[src/rtl/uart_tx_pkg.sv]
// Shared definitions for the UART transmit frame sequencer: state encoding,
// output-mux select codes and small sizing/decoding helpers.
package uart_tx_pkg;

  typedef enum logic [2:0] {
    IDLE   = 3'd0,
    START  = 3'd1,
    DATA   = 3'd2,
    PARITY = 3'd3,
    STOP   = 3'd4
  } tx_state_e;

  localparam logic [1:0] MUX_START = 2'b00;
  localparam logic [1:0] MUX_STOP  = 2'b01;
  localparam logic [1:0] MUX_DATA  = 2'b10;
  localparam logic [1:0] MUX_PAR   = 2'b11;

  // A single-bit frame still needs a one-bit counter.
  function automatic int cnt_width(input int width);
    return (width > 1) ? $clog2(width) : 1;
  endfunction

  // Idle shares the stop code: both drive a high line.
  function automatic logic [1:0] mux_for_state(input tx_state_e state);
    logic [1:0] sel;
    sel = MUX_STOP;
    case (state)
      START:   sel = MUX_START;
      DATA:    sel = MUX_DATA;
      PARITY:  sel = MUX_PAR;
      default: sel = MUX_STOP;
    endcase
    return sel;
  endfunction

endpackage

[src/rtl/uart_tx_shifter.sv]
// Data shift register and bit counter for one frame. Loads on accept, shifts
// right (LSB first) and flags the last data bit.
module uart_tx_shifter
  import uart_tx_pkg::*;
#(
  parameter int DATA_WIDTH = 8
) (
  input  logic                  CLK,
  input  logic                  RST,
  input  logic                  load,
  input  logic [DATA_WIDTH-1:0] load_data,
  input  logic                  shift,
  input  logic                  first,
  output logic                  bit_out,
  output logic                  last_bit
);

  localparam int CW = cnt_width(DATA_WIDTH);
  localparam logic [CW-1:0] LAST_CNT = CW'(DATA_WIDTH - 1);

  logic [DATA_WIDTH-1:0] shreg_q, shreg_d;
  logic [CW-1:0]         cnt_q, cnt_d;

  // NOTE: every signal gets a default before any branch so no latch is inferred.
  always_comb begin
    shreg_d = shreg_q;
    cnt_d   = cnt_q;
    if (load) begin
      shreg_d = load_data;
    end else if (shift) begin
      shreg_d = shreg_q >> 1;
      // The count tracks the data bit now on the line and saturates at the last one.
      if (first) begin
        cnt_d = '0;
      end else if (cnt_q != LAST_CNT) begin
        cnt_d = cnt_q + CW'(1);
      end
    end
  end

  // NOTE: sequential state uses non-blocking assignments only.
  always_ff @(posedge CLK) begin
    if (RST) begin
      shreg_q <= '0;
      cnt_q   <= '0;
    end else begin
      shreg_q <= shreg_d;
      cnt_q   <= cnt_d;
    end
  end

  assign bit_out  = shreg_q[0];
  assign last_bit = (cnt_q == LAST_CNT);

endmodule

[src/rtl/uart_tx_ctrl.sv]
// UART transmit frame sequencer: start, LSB-first data, optional parity, stop.
// TX_OUT, mux_sel and Busy are registered from the state being entered.
module uart_tx_ctrl
  import uart_tx_pkg::*;
#(
  parameter int DATA_WIDTH = 8
) (
  input  logic                  CLK,
  input  logic                  RST,
  input  logic [DATA_WIDTH-1:0] P_DATA,
  input  logic                  Data_Valid,
  input  logic                  PAR_EN,
  input  logic                  par_bit,
  output logic                  par_load,
  output logic [1:0]            mux_sel,
  output logic                  TX_OUT,
  output logic                  Busy
);

  tx_state_e  state_q, state_d;
  logic       par_en_q, par_en_d;
  logic       tx_q, tx_d;
  logic       busy_q, busy_d;
  logic [1:0] mux_q, mux_d;

  logic accept;
  logic shift;
  logic first;
  logic bit_out;
  logic last_bit;

  // A request during reset is never accepted, so the parity calculator is left alone.
  assign accept   = Data_Valid & ~RST & ((state_q == IDLE) | (state_q == STOP));
  assign par_load = accept;

  uart_tx_shifter #(
    .DATA_WIDTH(DATA_WIDTH)
  ) u_shifter (
    .CLK      (CLK),
    .RST      (RST),
    .load     (accept),
    .load_data(P_DATA),
    .shift    (shift),
    .first    (first),
    .bit_out  (bit_out),
    .last_bit (last_bit)
  );

  always_comb begin
    state_d  = state_q;
    par_en_d = par_en_q;
    shift    = 1'b0;
    first    = 1'b0;

    case (state_q)
      IDLE: begin
        if (accept) state_d = START;
      end
      START: begin
        state_d = DATA;
        shift   = 1'b1;
        first   = 1'b1;
      end
      DATA: begin
        if (last_bit) begin
          state_d = par_en_q ? PARITY : STOP;
        end else begin
          shift = 1'b1;
        end
      end
      PARITY: state_d = STOP;
      STOP:   state_d = accept ? START : IDLE;
      default: state_d = IDLE;
    endcase

    if (accept) par_en_d = PAR_EN;

    // Line value for the state being entered; D0 is still at shreg[0] when leaving START.
    case (state_d)
      START:   tx_d = 1'b0;
      DATA:    tx_d = bit_out;
      PARITY:  tx_d = par_bit;
      default: tx_d = 1'b1;
    endcase
    mux_d  = mux_for_state(state_d);
    busy_d = (state_d != IDLE);
  end

  always_ff @(posedge CLK) begin
    if (RST) begin
      state_q  <= IDLE;
      par_en_q <= 1'b0;
      tx_q     <= 1'b1;
      busy_q   <= 1'b0;
      mux_q    <= MUX_STOP;
    end else begin
      state_q  <= state_d;
      par_en_q <= par_en_d;
      tx_q     <= tx_d;
      busy_q   <= busy_d;
      mux_q    <= mux_d;
    end
  end

  assign TX_OUT  = tx_q;
  assign Busy    = busy_q;
  assign mux_sel = mux_q;

endmodule
[config.mk]
export PLATFORM = sky130hd
export DESIGN_NAME = uart_tx_ctrl
export DESIGN_NICKNAME = d
export VERILOG_FILES = /design/src/rtl/uart_tx_pkg.sv /design/src/rtl/uart_tx_shifter.sv /design/src/rtl/uart_tx_ctrl.sv
export SDC_FILE = /design/constraint.sdc
export NUM_CORES = 1
export LEC_CHECK = 0
export ABC_AREA = 1
export CAP_MARGIN = 10
export CORE_UTILIZATION = 64
export CTS_CLUSTER_DIAMETER = 50
export CTS_CLUSTER_SIZE = 8
export DETAILED_ROUTE_END_ITERATION = 8
export DONT_BUFFER_PORTS = 1
export HOLD_SLACK_MARGIN = 0.1
export PLACE_DENSITY = 0.8
export SLEW_MARGIN = 20
export SYNTH_ARGS = -nofsm -noshare
export SYNTH_HDL_FRONTEND = slang
export SYNTH_HIERARCHICAL = 1
export SYNTH_SLANG_ARGS = --single-unit
[constraint.sdc]
create_clock -name CLK -period 3.2 [get_ports CLK]
set_input_delay 0.8 -clock CLK [delete_from_list [all_inputs] [get_ports CLK]]
set_output_delay 0.8 -clock CLK [all_outputs]
set_load 0.01 [all_outputs]
* After elaboration in Yosys (flattened, before gate mapping)
Index checks and enable logic that the tools add are counted.
Storage, ports and cells: register bits after elaboration 19, input bits 13, output and inout bits 5
Operators by class: add/subtract/negate cells 1, eq/ne operators 9, muxes and demuxes 14, bitwise gates (word level) 5, reductions and logical operators 5
Operators by type and width (count):
- $mux W8 | 2
- $mux W3 | 5
- $pmux W3 S5 | 1
- $eq A3 B2 Y1 const B | 4
- $eq A3 B1 Y1 const B | 2
- $eq A3 B3 Y1 const B | 2
- $pmux W2 S3 | 1
- $reduce_bool A2 Y1 | 2
- $add A3 B1 Y3 const B | 1
- $logic_not A3 Y1 | 1
- $mux W1 | 3
- $ne A3 B3 Y1 const B | 1
- $pmux W1 S3 | 1
- $reduce_and A3 Y1 | 1
- $reduce_bool A3 Y1 | 1
- $and A1 B1 Y1 | 2
- $not A1 Y1 | 2
- $pmux W1 S2 | 1
- $or A1 B1 Y1 | 1

* Longest topological paths before layout
depth in word-level cells 7, mapped depth 13, mapped depth without buffers 12

* Modules after synthesis
The synthesis kept the hierarchy.
Modules (own cells, without submodules):
- uart_tx_shifter | instances 1, cells each 83, area an instance 560.5 µm², sequential area each 220.2 µm²
- uart_tx_ctrl | instances 1, cells each 48, area an instance 370.4 µm², sequential area each 160.2 µm²

* Worst setup path after synthesis
Ideal clock, no wire load.
kind input to output, from input port RST, to output port par_load, arrival time 1160 ps, data required time 2400 ps, slack 1240 ps, cell stages on the path 3, buffers on the path 0, path through inv_2 -> nand2_4 -> nor2_4
On the way: longest elaborated chain between the ends 3
Ends and longest elaborated chain:
- from (decl) | line uart_tx_ctrl.sv:9 | input logic RST,
- $not A1 Y1 | line uart_tx_ctrl.sv:33 | assign accept = Data_Valid & ~RST & ((state_q == IDLE) | (state_q == STOP));
- $and A1 B1 Y1 (2 in series) | line uart_tx_ctrl.sv:33
- to (decl) | line uart_tx_ctrl.sv:14 | output logic par_load,
Every way passes these cells.

* Worst setup path after layout
from register u_shifter.cnt_q[0], to register u_shifter.cnt_q[2]
On the way: longest elaborated chain between the ends 4
Ends and longest elaborated chain:
- from (decl) | line uart_tx_shifter.sv:22 | logic [CW-1:0] cnt_q, cnt_d;
- from (signal assigned) | line uart_tx_shifter.sv:48 | cnt_q <= cnt_d;
- $eq A3 B3 Y1 | line uart_tx_shifter.sv:53 | assign last_bit = (cnt_q == LAST_CNT);
- via last_bit | line uart_tx_ctrl.sv:30 | logic last_bit;
- $mux W1 | line uart_tx_ctrl.sv:65 | if (last_bit) begin
- $pmux W1 S2 | line uart_tx_ctrl.sv:55 | case (state_q)
- via shift | line uart_tx_ctrl.sv:27 | logic shift;
- $reduce_and A3 Y1 (no line)
The timed path passes the listed nets, and every way through them passes these cells. The select of a mux whose other input is x is not followed. A chain may end at the register's enable or synchronous reset.

==> reports/summary.txt <==
Mapped Avg Cell Area - 7.106 um2
Site Rows - 13
Hold Crit Class - register to register
Crit path from - u_shifter/cnt_q[0]$_SDFFE_PP0P_
Yosys reg bits - 19
Critical path class - register to register
Buffers inserted by post-CTS timing repair - 0
Layout area overhead - 2.823%
CTS tree - done
RSZ-0062 raised after global routing - false
Worst-path clk slew - 0.11 ns
Worst Path Required - 3.40 ns
Synth Instances - 131
H-Tree Depth - 1
Core ar. - 0.001334 mm2
Proportion of layout cells with a drive suffix above 1 - 11.28%
Die X - 40.14 um
Root Buffer Master - clkbuf_4
Vias in the first global route - 611
Maxcap violations - 0
GRT Total Usage - 23.55%
Drt first pass iters - 4
WL final - 1.683 mm
Post-route ant nets - 0
GR Overflow Total - 0
Routed length per instance - 11.37 um
Max VDD drop - 0.3064 mV
P_leak - 0.0004618 uW
Vias per Instance - 5.203
Max Root-Sink Buffers - 2
FF-to-FF End - u_shifter/cnt_q[2]$_SDFFE_PP0P_
Initial DRC count - 16
Final nets - 149
Die Ht - 40.14 um
Hold_sp - u_shifter/shreg_q[7]$_SDFFE_PP0P_
Reg2reg setup slack - 0.97 ns
Io pins - 18
Clk_skew - 0.004040 ns
Worst Hold End - u_shifter/shreg_q[7]$_SDFFE_PP0P_
Hold buffer count at CTS - 0
DP Wirelength - 1.281 mm
Clock period minus worst slack - 2.229 ns
Cell Area, Synth - 930.9 um2
Setup violators final - 0
Least-Margin Pin Slew - 0.6087 ns
Setup TNS - 0 ns
DRC Markers - 0
Gpl congestion - 0.7487
Max Fclk - 448.5 MHz
CP max FO - 9
Largest net degree at the start of global routing - 16
CP endpoint kind - register
Synth cell types - 20
CTS Buf Count - 3
Hold Vio Cnt, Final - 0
Sequential area share after synthesis - 40.86%
Total power - 442.4 uW
Post-CTS sizing - 0
Die area - 0.001611 mm2
Clock network latency to the later pin of the worst-skew pair - 0.29 ns
# diodes - 0
Startpoint Class - register
PwrDens - 462.2 mW/mm2
Net Count, Synth - 146
Hold path depth - 2
Synthesis Warnings - 6
Slew Viols, Final - 0
Vias - 770
Worst R2R Start - u_shifter/cnt_q[0]$_SDFFE_PP0P_
Outcome - finished clean
Crit path DAT - 2.43 ns
Starting Density - 69.79%
PortBufs - 0
Period utilisation layout - 69.67%
Slew headroom - 59.20%
Initial antenna violation count - 0
First-pass GRT wire length - 2.449 mm
Path depth of the worst reg2reg path - 12
Clock sinks - 19
## cell usage after synthesis
master	number	area [um2]
a21oi_1	5	25.02
inv_2	2	7.510
inv_1	16	60.06
clkinv_1	1	3.750
nand2_1	40	150.1
o21ai_0	1	5.000
o211ai_1	1	7.510
a21oi_2	1	8.760
nor2_1	9	33.78
ha_1	2	25.02
nand3_1	20	100.1
o21ai_1	1	5.000
buf_6	1	11.26
nand2_2	2	12.51
nand2_4	1	11.26
nor3_1	2	10.01
nor2_4	5	56.30
buf_4	1	7.510
nor3_2	1	10.01
dfxtp_1	19	380.4
## how the worst max path moves through the flow
stage / end / slack (ns) / depth (start not counted)
global placement: par_load / 1.05 / 3
detailed placement: u_shifter/cnt_q[2]$_SDFFE_PP0P_ / 1.0 / 9
global route: u_shifter/cnt_q[2]$_SDFFE_PP0P_ / 0.78 / 12
finish: u_shifter/cnt_q[2]$_SDFFE_PP0P_ / 0.97 / 12
CTS: u_shifter/cnt_q[2]$_SDFFE_PP0P_ / 0.99 / 12
floorplan: par_load / 1.24 / 3
## routing by layer
layer | wire, um | vias to the layer above | GRT usage [%]
met4 | 14 | 0 | 12.93
met3 | 59 | 2 | 3.889
met2 | 853 | 16 | 40.73
met5 | 0 | - | 0
li1 | - | 420 | -
met1 | 757 | 332 | 27.21
## flip-flops by register name (all words and copies together) (netlist names)
name,cells
TX_OUT,1
mux_sel,2
state_q,3
Busy,1
par_en_q,1
u_shifter/shreg_q,8
u_shifter/cnt_q,3
## cell usage in the layout (no fill, tap or decap)
master / instances
nand3_1: 20
clkbuf_1: 1
nand2_1: 40
o21ai_0: 1
nor3_2: 1
inv_2: 2
ha_1: 2
dfxtp_1: 19
clkinv_1: 1
inv_1: 16
nor2_1: 9
nand2_4: 1
o21ai_1: 1
o211ai_1: 1
nor3_1: 2
nand2_2: 2
clkbuf_4: 3
a21oi_1: 5
nor2_4: 5
a21oi_2: 1
## report_power, final
part / switching [uW] / leakage (uW) / internal (uW)
registers: 9.43 / 0.000155 / 251
clock network: 72.5 / 0.0000150 / 48.5
logic: 40.1 / 0.000291 / 21.4
total: 122 / 0.000462 / 320
## through the flow
step	area, um2	std cells	utilization [%]	hold slack (ns)	setup WS [ns]
floorplan	930.9	131	-	0.4335	1.240
global placement	930.9	144	69.79	0.4584	1.054
detailed placement	930.9	144	69.79	0.4569	0.9982
CTS	957.2	148	71.76	0.4705	0.9900
global route	957.2	148	71.76	0.4967	0.7804
finish	957.2	148	71.76	0.4699	0.9705
## worst max-delay path, stage by stage (launching register included)
cell     delay, ns
dfxtp_1       0.34
ha_1          0.20
ha_1          0.21
nand2_1       0.07
nand2_1       0.06
nand2_1       0.10
nand2_1       0.12
nor3_2        0.49
inv_1         0.16
nor2_4        0.17
nand3_1       0.10
nand2_1       0.07
nor2_1        0.05
## cell families after synthesis
kind of cell    count (synthesis)  share of synthesized area (%)
compound gates                  9                          5.510
simple gates                   80                          41.26
buf+inv                        21                          9.678
flops                          19                          40.86
fa+ha+maj                       2                          2.688
## final cells by class
cell class | instances | area [um2]
multi-input combinational | 91 | 460.4
fill | 117 | 376.6
tap | 15 | 18.77
sequential | 19 | 380.4
clock buffer | 4 | 26.28
inverter | 19 | 71.32
Power figures use the tool's default switching activity.
